## config.mk

```make
export PLATFORM = sky130hd
export DESIGN_NAME = ecc_seq_ctrl
export DESIGN_NICKNAME = d
export VERILOG_FILES = /design/src/rtl/ecc_seq_ctrl.sv
export SDC_FILE = /design/constraint.sdc
export NUM_CORES = 1
export LEC_CHECK = 0
export ABC_AREA = 1
export CORE_MARGIN = 2
export CORE_UTILIZATION = 45
export DETAILED_ROUTE_END_ITERATION = 6
export PLACE_DENSITY = 0.72
export RECOVER_POWER = 100
export SLEW_MARGIN = 5
export SYNTH_ARGS = -nofsm -noshare
export SYNTH_HDL_FRONTEND = slang
export SYNTH_SLANG_ARGS = --single-unit
```

## constraint.sdc

```tcl
create_clock -name clk -period 15.9 [get_ports clk]
set_clock_uncertainty 0.15 [all_clocks]
set_input_delay 3.18 -clock clk [delete_from_list [all_inputs] [get_ports clk]]
set_output_delay 3.18 -clock clk [all_outputs]
set_load 0.02 [all_outputs]
```

## src/rtl/ecc_seq_ctrl.sv

```systemverilog
// Session controller for the ECC point-multiplication core: serial basepoint
// capture, word-wise key load, core launch with watchdog, done/error report.
module ecc_seq_ctrl #(
  parameter int KEY_W       = 176,
  parameter int WORD_W      = 16,
  parameter int BP_W        = 163,
  parameter int TIMEOUT_CYC = 4096
) (
  input  logic              clk,
  input  logic              rst,
  input  logic              i_time_up,
  input  logic              i_auth_shift,
  input  logic              i_auth_bit,
  input  logic              i_auth_ok,
  input  logic [1:0]        i_auth_step,
  input  logic              i_key_valid,
  input  logic [WORD_W-1:0] i_key_word,
  input  logic              i_done_core,
  output logic              o_key_req,
  output logic              o_start,
  output logic              o_en,
  output logic [KEY_W-1:0]  o_key,
  output logic [BP_W-1:0]   o_basepoint,
  output logic              o_done,
  output logic [1:0]        o_err,
  output logic              o_busy
);

  localparam int NWORDS = KEY_W / WORD_W;
  localparam int BCNT_W = $clog2(BP_W + 2);
  localparam int WCNT_W = (NWORDS > 1) ? $clog2(NWORDS) : 1;
  localparam int WD_W   = $clog2(TIMEOUT_CYC);

  localparam logic [BCNT_W-1:0] BCNT_SAT  = BCNT_W'(BP_W + 1);
  localparam logic [BCNT_W-1:0] BCNT_FULL = BCNT_W'(BP_W);
  localparam logic [WCNT_W-1:0] WCNT_LAST = WCNT_W'(NWORDS - 1);
  localparam logic [WD_W-1:0]   WD_LAST   = WD_W'(TIMEOUT_CYC - 1);

  typedef enum logic [2:0] {
    S_IDLE, S_READ_AUTH, S_READ_KEY, S_START, S_COMPUTE, S_FINISH
  } state_t;

  state_t              r_state;
  logic [BCNT_W-1:0]   r_bcnt;
  logic [WCNT_W-1:0]   r_wcnt;
  logic [WD_W-1:0]     r_wdog;
  logic [1:0]          r_step;
  logic                r_bp_valid;
  logic [KEY_W-1:0]    r_key;
  logic [BP_W-1:0]     r_bp;
  logic [1:0]          r_err;

  logic                w_bp_shift;
  logic [BCNT_W-1:0]   w_bcnt_inc;
  logic [BCNT_W-1:0]   w_bcnt_now;

  // A shift arriving with i_auth_ok is counted before the length check.
  assign w_bp_shift = i_auth_shift && (i_auth_step == 2'd1) &&
                      ((r_state == S_IDLE) || (r_state == S_READ_AUTH));
  assign w_bcnt_inc = (r_bcnt == BCNT_SAT) ? r_bcnt : r_bcnt + 1'b1;
  assign w_bcnt_now = w_bp_shift ? w_bcnt_inc : r_bcnt;

  assign o_key_req   = (r_state == S_READ_KEY);
  assign o_start     = (r_state == S_START);
  assign o_en        = (r_state == S_START) || (r_state == S_COMPUTE);
  assign o_done      = (r_state == S_FINISH);
  assign o_busy      = (r_state != S_IDLE);
  assign o_key       = r_key;
  assign o_basepoint = r_bp;
  assign o_err       = r_err;

  // Session FSM; i_time_up aborts everything but keeps the stored basepoint.
  always_ff @(posedge clk or posedge rst) begin
    if (rst) begin
      r_state    <= S_IDLE;
      r_bcnt     <= '0;
      r_wcnt     <= '0;
      r_wdog     <= '0;
      r_step     <= 2'd0;
      r_bp_valid <= 1'b0;
      r_key      <= '0;
      r_bp       <= '0;
      r_err      <= 2'd0;
    end else if (i_time_up) begin
      r_state <= S_IDLE;
      r_bcnt  <= '0;
      r_wcnt  <= '0;
      r_wdog  <= '0;
      r_key   <= '0;
    end else begin
      if (w_bp_shift) begin
        r_bp <= {r_bp[BP_W-2:0], i_auth_bit};
      end
      case (r_state)
        S_IDLE: begin
          if (i_auth_shift) begin
            r_state <= S_READ_AUTH;
            r_err   <= 2'd0;
            r_bcnt  <= w_bp_shift ? BCNT_W'(1) : BCNT_W'(0);
          end
        end
        S_READ_AUTH: begin
          r_bcnt <= w_bcnt_now;
          if (i_auth_ok) begin
            r_step <= i_auth_step;
            r_wcnt <= '0;
            if (i_auth_step == 2'd1) begin
              if (w_bcnt_now != BCNT_FULL) begin
                r_err   <= 2'd1;
                r_state <= S_FINISH;
              end else begin
                r_bp_valid <= 1'b1;
                r_state    <= S_READ_KEY;
              end
            end else if ((i_auth_step == 2'd3) ||
                         ((i_auth_step == 2'd2) && !r_bp_valid)) begin
              r_err   <= 2'd2;
              r_state <= S_FINISH;
            end else begin
              r_state <= S_READ_KEY;
            end
          end
        end
        S_READ_KEY: begin
          if (i_key_valid) begin
            r_key <= {r_key[KEY_W-WORD_W-1:0], i_key_word};
            if (r_wcnt == WCNT_LAST) begin
              r_state <= (r_step == 2'd0) ? S_FINISH : S_START;
            end else begin
              r_wcnt <= r_wcnt + 1'b1;
            end
          end
        end
        S_START: begin
          r_wdog  <= '0;
          r_state <= S_COMPUTE;
        end
        S_COMPUTE: begin
          if (i_done_core) begin
            r_err   <= 2'd0;
            r_state <= S_FINISH;
          end else if (r_wdog == WD_LAST) begin
            r_err   <= 2'd3;
            r_state <= S_FINISH;
          end else begin
            r_wdog <= r_wdog + 1'b1;
          end
        end
        S_FINISH: r_state <= S_IDLE;
        default:  r_state <= S_IDLE;
      endcase
    end
  end

endmodule

```

==> metrics.md, run 1 <==
| Metric | Value |
|---|---|
| Starting density of the core | 0.454 |
| # Max-Cap Violations | 8 |
| Routed Antenna Nets | 0 |
| DRC violation count after routing | 0 |
| Ys flop type | dfrtp_1 |
| DRT Pass-1 Iters | 5 |
| WP data required | 16.14 ns |
| Synth unique cells | 40 |
| Final setup viols | 0 |
| Maximum fanout along the worst path | 63 |
| CTS root buf | clkbuf_16 |
| Routed via count | 10400 |
| Via density | 5.05 |
| Hold WS | 0.342 ns |
| Initial antenna violation count | 0 |
| Final Hold Viols | 0 |
| Max-slew headroom | -3.19 |
| Clock Pin Slew Worst Setup and Hold Paths | 0.06 ns |
| Layout cell share with drive strength beyond 1 | 0.112 |
| Vias in the first global route | 10400 |
| Grt ovf | 0 |
| Max VDD drop | 87.0 µV |
| Pwr Total | 2130 µW |
| Clock buffer depth | 3 |
| Die footprint | 0.0340 mm² |
| WL/cell | 17.6 µm |
| Worst r2r dst | o_key[133]$_DFFE_PP0P_ |
| Post-CTS Repair Setup Buffers | 0 |
| Yosys reg bits | 371 |
| Cell Area, Synth | 0.0146 mm² |
| Critical path type | input port to register |
| Final setup TNS | 0 ns |
| Synth top area share | 0.634 |
| CP Launch Point | i_auth_step[0] |
| Num ports | 372 |
| ANT cells | 0 |
| Core area | 0.0323 mm² |
| WL final | 36.3 mm |
| Horiz. Die Dim | 184 µm |
| Routability cong. | 0.838 |
| Most frequent cells in the layout | 371 x dfrtp_1, 348 x dlygate4sd3_1, 194 x inv_1 |
| Pleak | 0.0101 µW |
| Failing checks | max-capacitance violations, max-slew violations |
| Worst R2R Path Depth | 5 |
| Seq/Total Area, Yosys | 0.634 |
| CTS tree | done |
| Largest area contributor in the netlist | dfrtp_1 |
| Crit. End Element | register |
| Synth Area per Inst | 11.9 µm² |
| Worst Hold Class | register to register |
| Tcrit/Tclk final | 0.643 |
| Synth async-reset ratio | 1.00 |
| First-pass GRT wire length | 56.7 mm |
| EDFF count, synth | 0 |
| P per Cell Area | 107 mW/mm² |
| Fillers | 2555 |
| Nets | 1621 |
| Hold_buf cts | 0 |
| Most common cell after layout, fill and taps aside | dfrtp_1 |
| Total Routing Usage GR | 0.212 |
| CP startpoint kind | input port |
| Gate Count Post-Synth | 1233 |
| Yosys Warn Count | 0 |
| Synthesized Nets | 1264 |
| TritonCTS Buffers | 40 |
| R2r setup slk | 8.76 ns |
| Largest net degree at the start of global routing | 145 |
| Fin util | 0.617 |
| Worst-Skew Late Latency | 0.53 ns |
| Max Transition Viols Final | 638 |
| Minimum clock period | 10.23 ns |
| Largest cells by area after synthesis | dfrtp_1 63%, mux2_2 7.2%, o22ai_1 6.4%, mux2_1 5.4%, inv_1 5.0% |
| Status | finished with violations |
| Worst-margin pin slew | 6.25 ns |
| CP Data Arrival Time | 10.47 ns |
| RSZ-0062 raised after global routing | no |
| DP Wirelength | 25.3 mm |
| Placement Rows | 66 |
| Max Freq | 97.8 MHz |
| CTS Sinks | 371 |
| Die height | 184 µm |
| IO Port Bufs | 371 |
| Critical path destination | o_basepoint[37]$_DFFE_PP0P_ |
| H-Tree Depth | 2 |
| Syn-to-layout area delta | 35.9% |
| Reg-to-Reg Start | r_state[0]$_DFFE_PP0P_ |
| Post-CTS sizing | 0 |
| Initial DRC Count | 630 |
[power breakdown]
group | switching, µW | internal (µW) | leakage (µW)
logic | 130 | 60.3 | 0.00427
registers | 14.0 | 961 | 0.00517
clock network | 369 | 591 | 0.000688
total | 513 | 1610 | 0.0101
[cell families after synthesis]
family                     synth area share
AOI/OAI and AO/OA                    0.0921
buffers and inverters                0.0788
and+or+nand+nor                      0.0645
muxes                                 0.125
xor gates and xnor gates            0.00120
DFF                                   0.634
adders and majority gates           0.00427
[state kept, by name, indices dropped and copies added (netlist names)]
| signal | count |
|---|---|
| o_basepoint | 163 |
| r_wcnt | 4 |
| r_bcnt | 8 |
| r_state | 3 |
| o_err | 2 |
| r_bp_valid | 1 |
| r_wdog | 12 |
| r_step | 2 |
| o_key | 176 |
[cells in the mapped netlist (all sizes together) (2+ instances only)]
cell type and instances:
nor3 6, o22ai 150, and3 2, a31oi 3
mux2 163, buf 52, a21oi 15, nor2 37
inv 200, clkbuf 12, dfrtp 371, ha 5
nand4 9, nand3 57, nand2 90, o21ai 52
[layer usage]
| layer | vias up | share of wire | GRT usage |
|---|---|---|---|
| met5 | - | 0 | 0 |
| met4 | 0 | 0.034 | 0.0781 |
| met3 | 64 | 0.097 | 0.0818 |
| met2 | 352 | 0.46 | 0.332 |
| met1 | 5099 | 0.41 | 0.268 |
| li1 | 4901 | - | - |
[worst min-delay path by stage]
stage	from	endpoint	slack (ns)	depth (start not counted)
after CTS	r_bp_valid$_DFFE_PP0P_	r_bp_valid$_DFFE_PP0P_	0.33	1
after global routing	r_bp_valid$_DFFE_PP0P_	r_bp_valid$_DFFE_PP0P_	0.35	1
after global placement	r_bp_valid$_DFFE_PP0P_	r_bp_valid$_DFFE_PP0P_	0.32	1
after floorplan	r_bp_valid$_DFFE_PP0P_	r_bp_valid$_DFFE_PP0P_	0.29	1
final	r_bp_valid$_DFFE_PP0P_	r_bp_valid$_DFFE_PP0P_	0.34	1
after detailed placement	r_bp_valid$_DFFE_PP0P_	r_bp_valid$_DFFE_PP0P_	0.32	1
[critical path: stages]
cell and delay (ns):
dlygate4sd3_1 0.56, nand2_1 0.12, nor2_1 0.75, nand2_1 0.37
nor2_4 0.16, clkbuf_1 2.28, clkbuf_1 2.48, mux2_2 0.50
[stage by stage]
step	std cells	setup WS, ns	area (µm²)
after floorplan	1233	2.27	14600
after global placement	1990	8.87	18600
after detailed placement	1990	8.81	18600
after CTS	2061	9.38	20000
after global routing	2061	5.07	19900
final	2061	5.67	19900
[layout make-up]
cell class              count  area (µm²)  area share
flip-flops and latches    371        9280       0.466
inverters                 201         756      0.0380
clock buffers              54        1150      0.0580
clock inverters            17         225      0.0113
well taps                 442         553      0.0278
repair buffers            379        3750       0.189
multi-input cells         597        4180       0.210
No activity file was read; power rests on OpenSTA's default activity.
==> run 2: changes to the inputs <==
==> constraint.sdc (replaced) <==
create_clock -name clk -period 10.5 [get_ports clk]
set_clock_uncertainty 0.15 [all_clocks]
set_input_delay 2.1 -clock clk [delete_from_list [all_inputs] [get_ports clk]]
set_output_delay 2.1 -clock clk [all_outputs]
set_load 0.02 [all_outputs]
==> run 2 against run 1 <==
Effect of this change:
- the run still ends with max-capacitance violations, max-slew violations left
- sequential share of layout area grew 0.35 points
- total power grew 44%
- clock-buffer cell count grew 6
- wire length grew 2.7%
- via count grew 0.99%
- combinational power grew 53%
- first-iteration DRC count grew 0.95%
==> metrics.md, run 2 (synthesized netlist as in run 1, its figures left out) <==
| Metric | Value |
|---|---|
| Status | finished with violations |
| Failing checks | max-capacitance violations, max-slew violations |
| Clock power frac | 0.423 (-0.029) |
| Clock Pin Slew Worst Setup and Hold Paths | 0.06 ns (about the same) |
| Max-slew headroom | -1.65 (+1.54) |
| Starting density of the core | 0.454 (unchanged) |
| H-Tree Depth | 2 (unchanged) |
| Worst-margin pin slew | 3.97 ns (-2.27 ns) |
| Routability cong. | 0.821 (-2.0%) |
| Minimum clock period | 7.48 ns |
| # Max-Cap Violations | 6 (-2) |
| Syn-to-layout area delta | 34.9% |
| R2r setup slk | 4.51 ns (-4.25 ns) |
| Nets | 1619 (-0.12%) |
| Critical path type | input port to register |
| Tcrit/Tclk final | 0.713 |
| Worst Hold Class | register to register |
| Layout cell share with drive strength beyond 1 | 0.106 (-0.00598) |
| P per Cell Area | 155 mW/mm² (+45%) |
| Initial DRC Count | 636 (+0.95%) |
| WP data required | 10.74 ns (-5.40 ns) |
| Source of the worst hold timing path | o_err[1]$_DFFE_PP0P_ |
| CP startpoint kind | input port |
| Total Routing Usage GR | 0.219 (+0.00672) |
| Die height | 184 µm (unchanged) |
| Largest net degree at the start of global routing | 168 (+16%) |
| Final Hold Viols | 0 (unchanged) |
| CTS Sinks | 371 (unchanged) |
| Placement Rows | 66 (unchanged) |
| Horiz. Die Dim | 184 µm (unchanged) |
| Fillers | 2637 (+3.2%) |
| Reg-to-Reg Start | r_state[0]$_DFFE_PP0P_ |
| Worst-Skew Late Latency | 0.52 ns (about the same) |
| Core area | 0.0323 mm² (unchanged) |
| Post-CTS sizing | 0 (unchanged) |
| CTS tree | done |
| Hold_buf cts | 0 (unchanged) |
| Pwr Total | 3070 µW (+44%) |
| Max Freq | 134 MHz |
| Switching share of power | 0.250 (+0.00838) |
| Number of flip-flops in the largest register | 176 (unchanged) |
| DRT Pass-1 Iters | 5 (unchanged) |
| NetSw | 766 µW (+49%) |
| Most frequent cells in the layout | 371 x dfrtp_1, 347 x dlygate4sd3_1, 195 x inv_1 |
| WL/cell | 18.1 µm (+2.8%) |
| Die footprint | 0.0340 mm² (unchanged) |
| Dpl cell area | 0.0186 mm² (about the same) |
| DP Wirelength | 25.9 mm (+2.3%) |
| Crit. End Element | register |
| RSZ-0062 raised after global routing | no |
| Pleak | 0.0100 µW (-0.82%) |
| Routed via count | 10500 (+0.99%) |
| Vias in the first global route | 10800 (+3.3%) |
| Fin util | 0.612 (-0.00465) |
| Grt ovf | 0 (unchanged) |
| Max Transition Viols Final | 343 (-46%) |
| WL final | 37.3 mm (+2.7%) |
| Max VDD drop | 115 µV (+32%) |
| Worst Hold Path Cells | 2 (+1) |
| TritonCTS Buffers | 39 (-2.5%) |
| P_int | 2300 µW (+43%) |
| First-pass GRT wire length | 58.9 mm (+3.8%) |
| Routed Antenna Nets | 0 (unchanged) |
| Hold endpoint | o_err[1]$_DFFE_PP0P_ |
| Most common cell after layout, fill and taps aside | dfrtp_1 |
| Maximum fanout along the worst path | 77 (+22%) |
| Post-CTS Repair Setup Buffers | 0 (unchanged) |
| Final setup TNS | 0 ns (unchanged) |
| CTS root buf | clkbuf_16 |
| Sequential share of power | 0.481 (+0.022) |
| Clock buffer depth | 3 (unchanged) |
| Worst r2r dst | o_key[135]$_DFFE_PP0P_ |
| Num ports | 372 (unchanged) |
| Final setup viols | 0 (unchanged) |
| Final Cell Area | 0.0198 mm² (-0.75%) |
| IO Port Bufs | 371 (unchanged) |
| CP Data Arrival Time | 7.72 ns (-2.75 ns) |
| DRC violation count after routing | 0 (unchanged) |
| Worst R2R Path Depth | 6 (+1) |
| Initial antenna violation count | 1 (+1) |
| Via density | 5.11 (+1.1%) |
| Combinational power share | 0.095 (+0.005) |
-- run 2: power groups by stage --
| stage | registers, µW | clock network, µW | logic, µW |
|---|---|---|---|
| final | 1480 | 1300 | 292 |
| after global routing | 1480 | 1400 | 320 |
| after CTS | 1480 | 1340 | 306 |
| after detailed placement | 1500 | 0 | 304 |
| after global placement | 1500 | 0 | 299 |
| after floorplan | 1520 | 0 | 200 |
-- run 2: per-stage QoR --
stage	hold WS, ns	setup WS (ns)	std cells
floorplan	0.294	3.27	1233
global route	0.376	2.54	2059
global placement	0.326	4.57	1989
finish	0.344	3.02	2059
CTS	0.351	4.97	2058
detailed placement	0.337	4.42	1989
-- run 2: how the worst max path moves through the flow --
| stage | startpoint | endpoint | slack (ns) | depth (start not counted) |
|---|---|---|---|---|
| global placement | i_time_up | o_key[1]$_DFFE_PP0P_ | 4.57 | 5 |
| finish | i_auth_step[1] | o_basepoint[37]$_DFFE_PP0P_ | 3.02 | 8 |
| CTS | i_time_up | o_key[9]$_DFFE_PP0P_ | 4.97 | 5 |
| detailed placement | i_time_up | o_key[0]$_DFFE_PP0P_ | 4.42 | 5 |
| global route | i_auth_step[1] | o_basepoint[37]$_DFFE_PP0P_ | 2.54 | 8 |
| floorplan | rst | o_basepoint[0]$_DFFE_PP0P_ | 3.27 | 1 |
-- run 2: layer usage --
layer	global-route usage	share of wire
met5	0	0
met4	0.0854	0.034
met3	0.0761	0.084
met2	0.352	0.47
met1	0.272	0.41
-- run 2: final cells by class --
cell class | instances | area, µm² | share of cell area
diodes | 1 | 2.50 | 0.000127
clock buffers | 60 | 1140 | 0.0579
clock inverters | 9 | 65.1 | 0.00329
inverters | 201 | 758 | 0.0384
multi-input cells | 597 | 4170 | 0.211
flip-flops and latches | 371 | 9280 | 0.470
well taps | 442 | 553 | 0.0280
repair buffers | 378 | 3780 | 0.192
-- run 2: worst max-delay path, stage by stage --
cell	delay, ns
dlygate4sd3_1	0.53
inv_1	0.09
nand2_1	0.12
nor2_1	0.73
nand2_1	0.32
nor2_1	1.65
clkbuf_2	1.61
mux2_2	0.45
